$ cat src/rtl/seq_mem_rf_nr_nw_fw_pkg.sv
// Shared helpers for the parametrised multi-ported register file:
// derived address width and packed-port slice arithmetic.
package rf_pkg;

  function automatic int addr_bits(input int nentries);
    return (nentries <= 1) ? 1 : $clog2(nentries);
  endfunction

  function automatic int slice_lo(input int port, input int width);
    return port * width;
  endfunction

endpackage

$ cat src/rtl/seq_mem_rf_nr_nw_fw_fwd_mux.sv
// Per-read-port word select: the highest enabled write port hitting the
// read address wins, else the stored word; out-of-range reads give zero.
module rf_fwd_mux
  import rf_pkg::*;
#(
  parameter int NBITS    = 8,
  parameter int NENTRIES = 8,
  parameter int NWRITE   = 2,
  parameter int FORWARD  = 1,
  parameter int ABITS    = 3
) (
  input  logic [ABITS-1:0]        read_addr,
  input  logic [NBITS-1:0]        stored_data,
  input  logic [NWRITE-1:0]       write_en,
  input  logic [NWRITE*ABITS-1:0] write_addr,
  input  logic [NWRITE*NBITS-1:0] write_data,
  output logic [NBITS-1:0]        read_data
);

  always_comb begin
    read_data = '0;
    if (int'(read_addr) < NENTRIES) begin
      read_data = stored_data;
      if (FORWARD != 0) begin
        // Ascending scan so the last hit, i.e. the highest port index, wins.
        for (int j = 0; j < NWRITE; j++) begin
          if (write_en[j] && (write_addr[slice_lo(j, ABITS) +: ABITS] == read_addr)) begin
            read_data = write_data[slice_lo(j, NBITS) +: NBITS];
          end
        end
      end
    end
  end

endmodule

$ cat src/rtl/seq_mem_rf_nr_nw_fw.sv
// Multi-ported register file: NREAD read / NWRITE write ports, optional
// write-to-read forwarding and optional one-cycle registered read data.
module seq_mem_rf_nr_nw_fw
  import rf_pkg::*;
#(
  parameter int NBITS    = 8,
  parameter int NENTRIES = 8,
  parameter int NREAD    = 2,
  parameter int NWRITE   = 2,
  parameter int FORWARD  = 1,
  parameter int REG_READ = 0,
  parameter int ABITS    = addr_bits(NENTRIES)
) (
  input  logic                    clk,
  input  logic                    reset_n,
  input  logic [NREAD*ABITS-1:0]  read_addr,
  output logic [NREAD*NBITS-1:0]  read_data,
  input  logic [NWRITE-1:0]       write_en,
  input  logic [NWRITE*ABITS-1:0] write_addr,
  input  logic [NWRITE*NBITS-1:0] write_data
);

  logic [NBITS-1:0]       mem_q [NENTRIES];
  logic [NBITS-1:0]       mem_d [NENTRIES];
  logic [NREAD*NBITS-1:0] comb_data;

  // Later ports overwrite earlier ones, giving highest-index priority on conflicts.
  always_comb begin
    mem_d = mem_q;
    for (int j = 0; j < NWRITE; j++) begin
      if (write_en[j] && (int'(write_addr[slice_lo(j, ABITS) +: ABITS]) < NENTRIES)) begin
        mem_d[write_addr[slice_lo(j, ABITS) +: ABITS]] = write_data[slice_lo(j, NBITS) +: NBITS];
      end
    end
  end

  always_ff @(posedge clk or negedge reset_n) begin
    if (!reset_n) begin
      for (int e = 0; e < NENTRIES; e++) begin
        mem_q[e] <= '0;
      end
    end else begin
      mem_q <= mem_d;
    end
  end

  for (genvar i = 0; i < NREAD; i++) begin : g_read
    logic [ABITS-1:0] addr;
    logic [NBITS-1:0] stored;

    assign addr   = read_addr[slice_lo(i, ABITS) +: ABITS];
    assign stored = (int'(addr) < NENTRIES) ? mem_q[addr] : '0;

    rf_fwd_mux #(
      .NBITS    (NBITS),
      .NENTRIES (NENTRIES),
      .NWRITE   (NWRITE),
      .FORWARD  (FORWARD),
      .ABITS    (ABITS)
    ) u_fwd_mux (
      .read_addr   (addr),
      .stored_data (stored),
      .write_en    (write_en),
      .write_addr  (write_addr),
      .write_data  (write_data),
      .read_data   (comb_data[slice_lo(i, NBITS) +: NBITS])
    );
  end

  if (REG_READ != 0) begin : g_reg_read
    logic [NREAD*NBITS-1:0] rd_q;
    logic [NREAD*NBITS-1:0] rd_d;

    always_comb begin
      rd_d = comb_data;
    end

    always_ff @(posedge clk or negedge reset_n) begin
      if (!reset_n) begin
        rd_q <= '0;
      end else begin
        rd_q <= rd_d;
      end
    end

    assign read_data = rd_q;
  end else begin : g_comb_read
    // Forwarded write data must not leak out while reset is held.
    assign read_data = reset_n ? comb_data : '0;
  end

endmodule

$ cat config.mk
export PLATFORM = sky130hd
export DESIGN_NAME = seq_mem_rf_nr_nw_fw
export DESIGN_NICKNAME = d
export VERILOG_FILES = /design/src/rtl/seq_mem_rf_nr_nw_fw_pkg.sv /design/src/rtl/seq_mem_rf_nr_nw_fw_fwd_mux.sv /design/src/rtl/seq_mem_rf_nr_nw_fw.sv
export SDC_FILE = /design/constraint.sdc
export NUM_CORES = 1
export LEC_CHECK = 0
export CAP_MARGIN = 20
export CELL_PAD_IN_SITES_DETAIL_PLACEMENT = 0
export CELL_PAD_IN_SITES_GLOBAL_PLACEMENT = 1
export CORE_MARGIN = 4
export CORE_UTILIZATION = 40
export CTS_CLUSTER_DIAMETER = 100
export DETAILED_ROUTE_END_ITERATION = 8
export GPL_ROUTABILITY_DRIVEN = 0
export PLACE_DENSITY_LB_ADDON = 0.2
export SYNTH_ARGS = -nofsm -noshare
export SYNTH_HDL_FRONTEND = slang
export SYNTH_SLANG_ARGS = --single-unit
export TNS_END_PERCENT = 100
$ cat constraint.sdc
create_clock -name clk -period 3.1 [get_ports clk]
set_input_delay 0.93 -clock clk [delete_from_list [all_inputs] [get_ports clk]]
set_output_delay 0.93 -clock clk [all_outputs]
set_load 0.01 [all_outputs]
# ---- Yosys cells after proc, flatten, opt, wreduce, memory -nomap -nowiden
# Cells that the tools add are included.
dict set report classes {
  n_addsub 0
  mul 0
  n_div 0
  magnitude_cmp 6
  n_eq_ne 4
  shift 0
  n_mux 19
  n_bitwise 4
  reduce_logical 6
}
# operator n
set ops {}
lappend ops {{bitwise mux 64 bit} 2}
lappend ops {{2-to-1 mux 64 bit} 2}
lappend ops {{2-to-1 mux 8 bit} 10}
lappend ops {{binary-select mux 8 bit (select 3 bit)} 2}
lappend ops {{demux 8 bit (select 3 bit)} 2}
lappend ops {{>= comparator 4 bit, second input constant} 4}
lappend ops {{2-to-1 mux 16 bit} 1}
lappend ops {{inverter 3 -> 4 bit} 4}
lappend ops {{== test 3 bit} 4}
lappend ops {{< comparator 4 x 1 -> 1 bit, second input constant} 2}
lappend ops {{logical AND 1 bit} 6}
dict set report word_totals {
  ff_bits 64
  latchBits 0
  ramBits 0
  romBits 0
  output_inout_bits 16
  elab_cells 47
  n_memories 0
}

# ---- Logic depth before layout (Yosys ltp)
# Gate-level depths: netlist of the first run.
dict set report logic_depth {
  word_depth 9
  ltp_mapped 7
  ltp_nobuf 4
}

# ---- Modules after synthesis
# From an unflattened synthesis of the first run, not the netlist that was laid out.
dict set report unflattened {
  cells_unflattened 448
  area_unflattened_um2 4797.1
}
# module instances cells_per_inst area_per_inst_um2 seq_area_each_um2
set by_module_without_submodules {}
lappend by_module_without_submodules {seq_mem_rf_nr_nw_fw 1 382 4314.1 1601.5}
lappend by_module_without_submodules {rf_fwd_mux 2 33 241.5 0.0}

# ---- Worst setup path before layout of the first run
# Ideal clock, no wire load.
dict set report synth_path {
  path_type {input to output}
  startpoint {input write_addr[1]}
  endpoint {output read_data[10]}
  t_arrival_ns 1.998
  t_required_ns 2.170
  slack_ns 0.172
  cell_stages 6
  path_cell_list {buf_4 > xnor2_1 > and4_1 > clkbuf_1 > nand2_1 > a31oi_1}
}
dict set report synth_via {
  elab_chain_cells 5
}
# element line_no
set synth_lines {}
lappend synth_lines {{start: declaration} seq_mem_rf_nr_nw_fw.sv:19} ;# input logic [NWRITE*ABITS-1:0] write_addr,
lappend synth_lines {{== test 3 bit} seq_mem_rf_nr_nw_fw_fwd_mux.sv:27} ;# if (write_en[j] && (write_addr[slice_lo(j, ABITS) +: ABITS] == read_addr)) begin
lappend synth_lines {{logical AND 1 bit} seq_mem_rf_nr_nw_fw_fwd_mux.sv:27}
lappend synth_lines {{2-to-1 mux 8 bit (2 in a row)} seq_mem_rf_nr_nw_fw_fwd_mux.sv:27}
lappend synth_lines {{2-to-1 mux 16 bit} seq_mem_rf_nr_nw_fw.sv:89} ;# assign read_data = reset_n ? comb_data : '0;
lappend synth_lines {{end: declaration} seq_mem_rf_nr_nw_fw.sv:17} ;# output logic [NREAD*NBITS-1:0] read_data,
# Every way passes these cells.

# ---- Final worst setup path of the first run
dict set report layout_path {
  startpoint {input read_addr[3]}
  endpoint {output read_data[12]}
}
dict set report layout_via {
  elab_chain_cells 7
  word_cells_on_any_way 11
  cone_classes {2 x eq/ne; 6 x mux; 1 x bitwise; 2 x reduce/logical}
}
# element line_no
set layout_lines {}
lappend layout_lines {{start: declaration} seq_mem_rf_nr_nw_fw.sv:16} ;# input logic [NREAD*ABITS-1:0] read_addr,
lappend layout_lines {{inverter 3 -> 4 bit (not written as such)} seq_mem_rf_nr_nw_fw.sv:52} ;# assign stored = (int'(addr) < NENTRIES) ? mem_q[addr] : '0;
lappend layout_lines {{binary-select mux 8 bit (select 3 bit)} seq_mem_rf_nr_nw_fw.sv:52}
lappend layout_lines {{2-to-1 mux 8 bit (not written as such) (2 in a row)} seq_mem_rf_nr_nw_fw.sv:52}
lappend layout_lines {{2-to-1 mux 8 bit} seq_mem_rf_nr_nw_fw_fwd_mux.sv:27}
lappend layout_lines {{2-to-1 mux 8 bit *} seq_mem_rf_nr_nw_fw_fwd_mux.sv:27}
lappend layout_lines {{2-to-1 mux 16 bit *} seq_mem_rf_nr_nw_fw.sv:89}
# Every way passes the cells marked *; elsewhere a longest branch is shown, timed or not. The select of a mux whose other input is x is not followed.

==> flow_summary.yaml, run 1 <==
logic_synthesis:
  synth_area_leaders: "dfrtp_1 (34%), mux2i_1 (20%), mux4_1 (6.6%)"
  synth-seq-area-share_pct: 33.8
  synth.net_count: 521
  syn_inst: 489
  syn_area_per_cell_um2: 9.70
  synth_top_cell_area_share_pct: 33.8
  synth_warnings: 0
  synth_area_mm2: 0.00474
  ys_seq_elements: 64
  ys_types: 34
  synth_top_area_cell: "dfrtp_1"
placed_design:
  placed_area_mm2: 0.00585
  portBuffers: 47
  place_hpwl_um: 12200
hold_path:
  holdPathStages: 2
  hp-class: "reg2reg"
cts:
  clock_path_buffers: 2
  path_clk_slew_ns: 0.05
  clkLatencyLatePin_ns: 0.34
  numCtsBuffers: 9
  cts_tree: "built"
  cts_sinks: 64
  root_buffer: "clkbuf_16"
  h-tree-depth: 3
critical_path:
  cp_num_buf_inv: 4
  critical_path_class: "in2out"
  start_kind: "input pin"
  crit_family: "buffers and inverters"
  cp_slowest_stage_delay_ns: 0.50
  cp.depth: 7
  critPathSlowestCell: "mux4_2"
  required_ns: 2.17
  arrival_ns: 2.27
  worstPathCellList: "buf_12, buf_12, buf_12, mux4_2, o211ai_1, a31oi_1, buf_2"
  critPathMaxFanout: 5
  cp_common_cell: "buf_12"
  endpoint_kind: "primary output"
  worst_r2r_path_depth: 2
sta:
  finalSetupViolations: 8
  whs_ns: 0.576
  worst_slack_ns: -0.104
  maxSlewViolCount: 0
  relSlewSlack_pct: 65.6
  fin_tns_setup_ns: -0.531
  min_period_ns: 3.20
  fmax_ghz: 0.312
  final-hold-violation-count: 0
  rsz0062_at_grt: "yes"
  tightest_slew_ns: 0.515
  period_share_pct: 103
  finalClockSkew_ns: 0
grt:
  grt_pass1_wl_um: 26100
  grt_overflow_total: 0
  antenna_found_initial: 0
  grt_usage_pct: 26.4
  grt_max_degree: 21
  grt_pass1_vias: 4340
run_status:
  violations: "negative setup slack"
  status: "finished with violations"
layout:
  fill_cells: 1035
  syn2layout_area_growth_pct: 39.4
  largestRegisters: "mem_q: 64 flops"
  largest_register_ffs: 64
  top_register: "mem_q"
  postLayoutCellArea_mm2: 0.00661
  final_nets: 637
  antenna_cells: 0
  drive_gt1_share_pct: 38.4
die:
  coreArea_mm2: 0.0115
  die_w_um: 117
  rows: 39
  die-area_mm2: 0.0137
  ios: 48
  start_util_pct: 41.2
  fp.dieH_um: 117
power_and_ir_drop:
  power_density_mw_per_mm2: 490
  vdd_drop_max_mv: 0.230
  p_leak_nw: 2.96
detailed_routing:
  vias_per_cell: 5.92
  dr_total_vias: 4459
  drt-total-wl_um: 17300
  drc: 0
  ant_nets: 0
  drtPass1Iterations: 5
  wl_per_cell_um: 22.9
  drt_iter0_drc: 394
run:
  drv_cap: 0
## worst paths after layout
check / from / slack (ns) / end
min in group asynchronous: reset_n / 0.63 / mem_q[33]
max in group asynchronous: reset_n / 2.01 / mem_q[17]
max reg2reg: mem_q[59] / 2.30 / mem_q[59]
min reg2reg: mem_q[62] / 0.58 / mem_q[62]
min: mem_q[62] / 0.58 / mem_q[62]
max: read_addr[3] / -0.10 / read_data[12]
## routing by layer
metal  vias to the layer above  global-route usage (%)  part of all wire, %
met5                         -                       0                    0
li1                       2025                       -                    -
met3                        48                    4.58                  8.7
met1                      2155                    37.0                   42
met2                       231                    39.7                   45
met4                         0                    12.3                  4.2
## through the flow
stage / setup WS (ns) / instances / utilization [%] / power, W
finish: -0.104 / 753 / 57.4 / 0.00324
global route: -0.175 / 753 / 57.4 / 0.00339
CTS: -0.124 / 753 / 56.4 / 0.00322
floorplan: 0.172 / 489 / - / 0.00171
global placement: -0.950 / 721 / 50.8 / 0.00207
detailed placement: -0.961 / 721 / 50.8 / 0.00210
## logic make-up after synthesis
logic type | synth area share, %
simple gates | 13.7
compound gates | 14.3
mux | 28.8
flops | 33.8
buf+inv | 7.17
xor+xnor | 2.22
## worst reg2reg max path, delay by kind of cell (launching register included)
kind,cells,cell delay [ns]
flip-flops,1,0.40
multiplexers,1,0.16
AO/OA/AOI/OAI,1,0.11
## repair_timing
item / 4_1_cts / 5_1_grt
gates resized for setup: 201 / 36
buffers inserted: 13 / 1
endpoints found under the setup margin: 16 / 16
pin swaps: 32 / 36
endpoints found under the hold margin: 0 / 0
hold buffers: 0 / 0
cloned: 3 / 0
## power breakdown
part / internal, W / total (W) / switching [W]
registers: 0.00102 / 0.00119 / 0.000164
logic: 0.000549 / 0.00103 / 0.000481
clock network: 0.000642 / 0.00102 / 0.000378
## layout make-up
type	instances	area, um^2	share of cell area [%]
multi-input combinational	370	3120	47.2
sequential	64	1600	24.2
timing repair buffer	160	1410	21.4
clock buffer	11	243	3.67
tap	143	179	2.71
clock inverter	5	56.3	0.852
## synth_stat cells
master	count
nand2_1	50
nand4b_1	6
nand2b_1	8
nor3_2	1
dfrtp_1	64
nor2_1	33
buf_6	3
o21ai_0	44
nor2b_1	2
mux2i_1	96
nor3b_2	2
nand4_2	1
nand3_1	8
nor3b_1	2
nor3_4	2
xnor2_1	12
mux4_1	12
and2_1	1
buf_4	9
buf_1	10
buf_12	3
clkbuf_1	15
o21ai_1	4
o211ai_1	8
buf_8	1
a31oi_1	16
buf_2	14
nand2b_4	2
and4_1	2
mux4_2	4
nor3_1	1
nand4_1	5
a22oi_1	16
a21oi_1	32
## cells in the final DEF (no fill, tap or decap), types with 16 or more instances in the layout
cell             count
a21oi_1             32
dfrtp_1             64
buf_4               89
mux4_2              16
nor2_1              32
clkdlybuf4s50_1     16
o21ai_0             33
mux2i_1             94
nand2_1             45
buf_2               21
buf_6               20
Power figures use the tool's default switching activity.
==> inputs of run 2 (changes only) <==
--- a/config.mk
+++ b/config.mk
@@ -13,6 +13,7 @@
 export CTS_CLUSTER_DIAMETER = 100
 export DETAILED_ROUTE_END_ITERATION = 8
 export GPL_ROUTABILITY_DRIVEN = 0
+export HOLD_SLACK_MARGIN = 0.15
 export PLACE_DENSITY_LB_ADDON = 0.2
 export SYNTH_ARGS = -nofsm -noshare
 export SYNTH_HDL_FRONTEND = slang
==> results of run 2 <==
No change in the layout: final DEF, timing and power equal those of run 1.
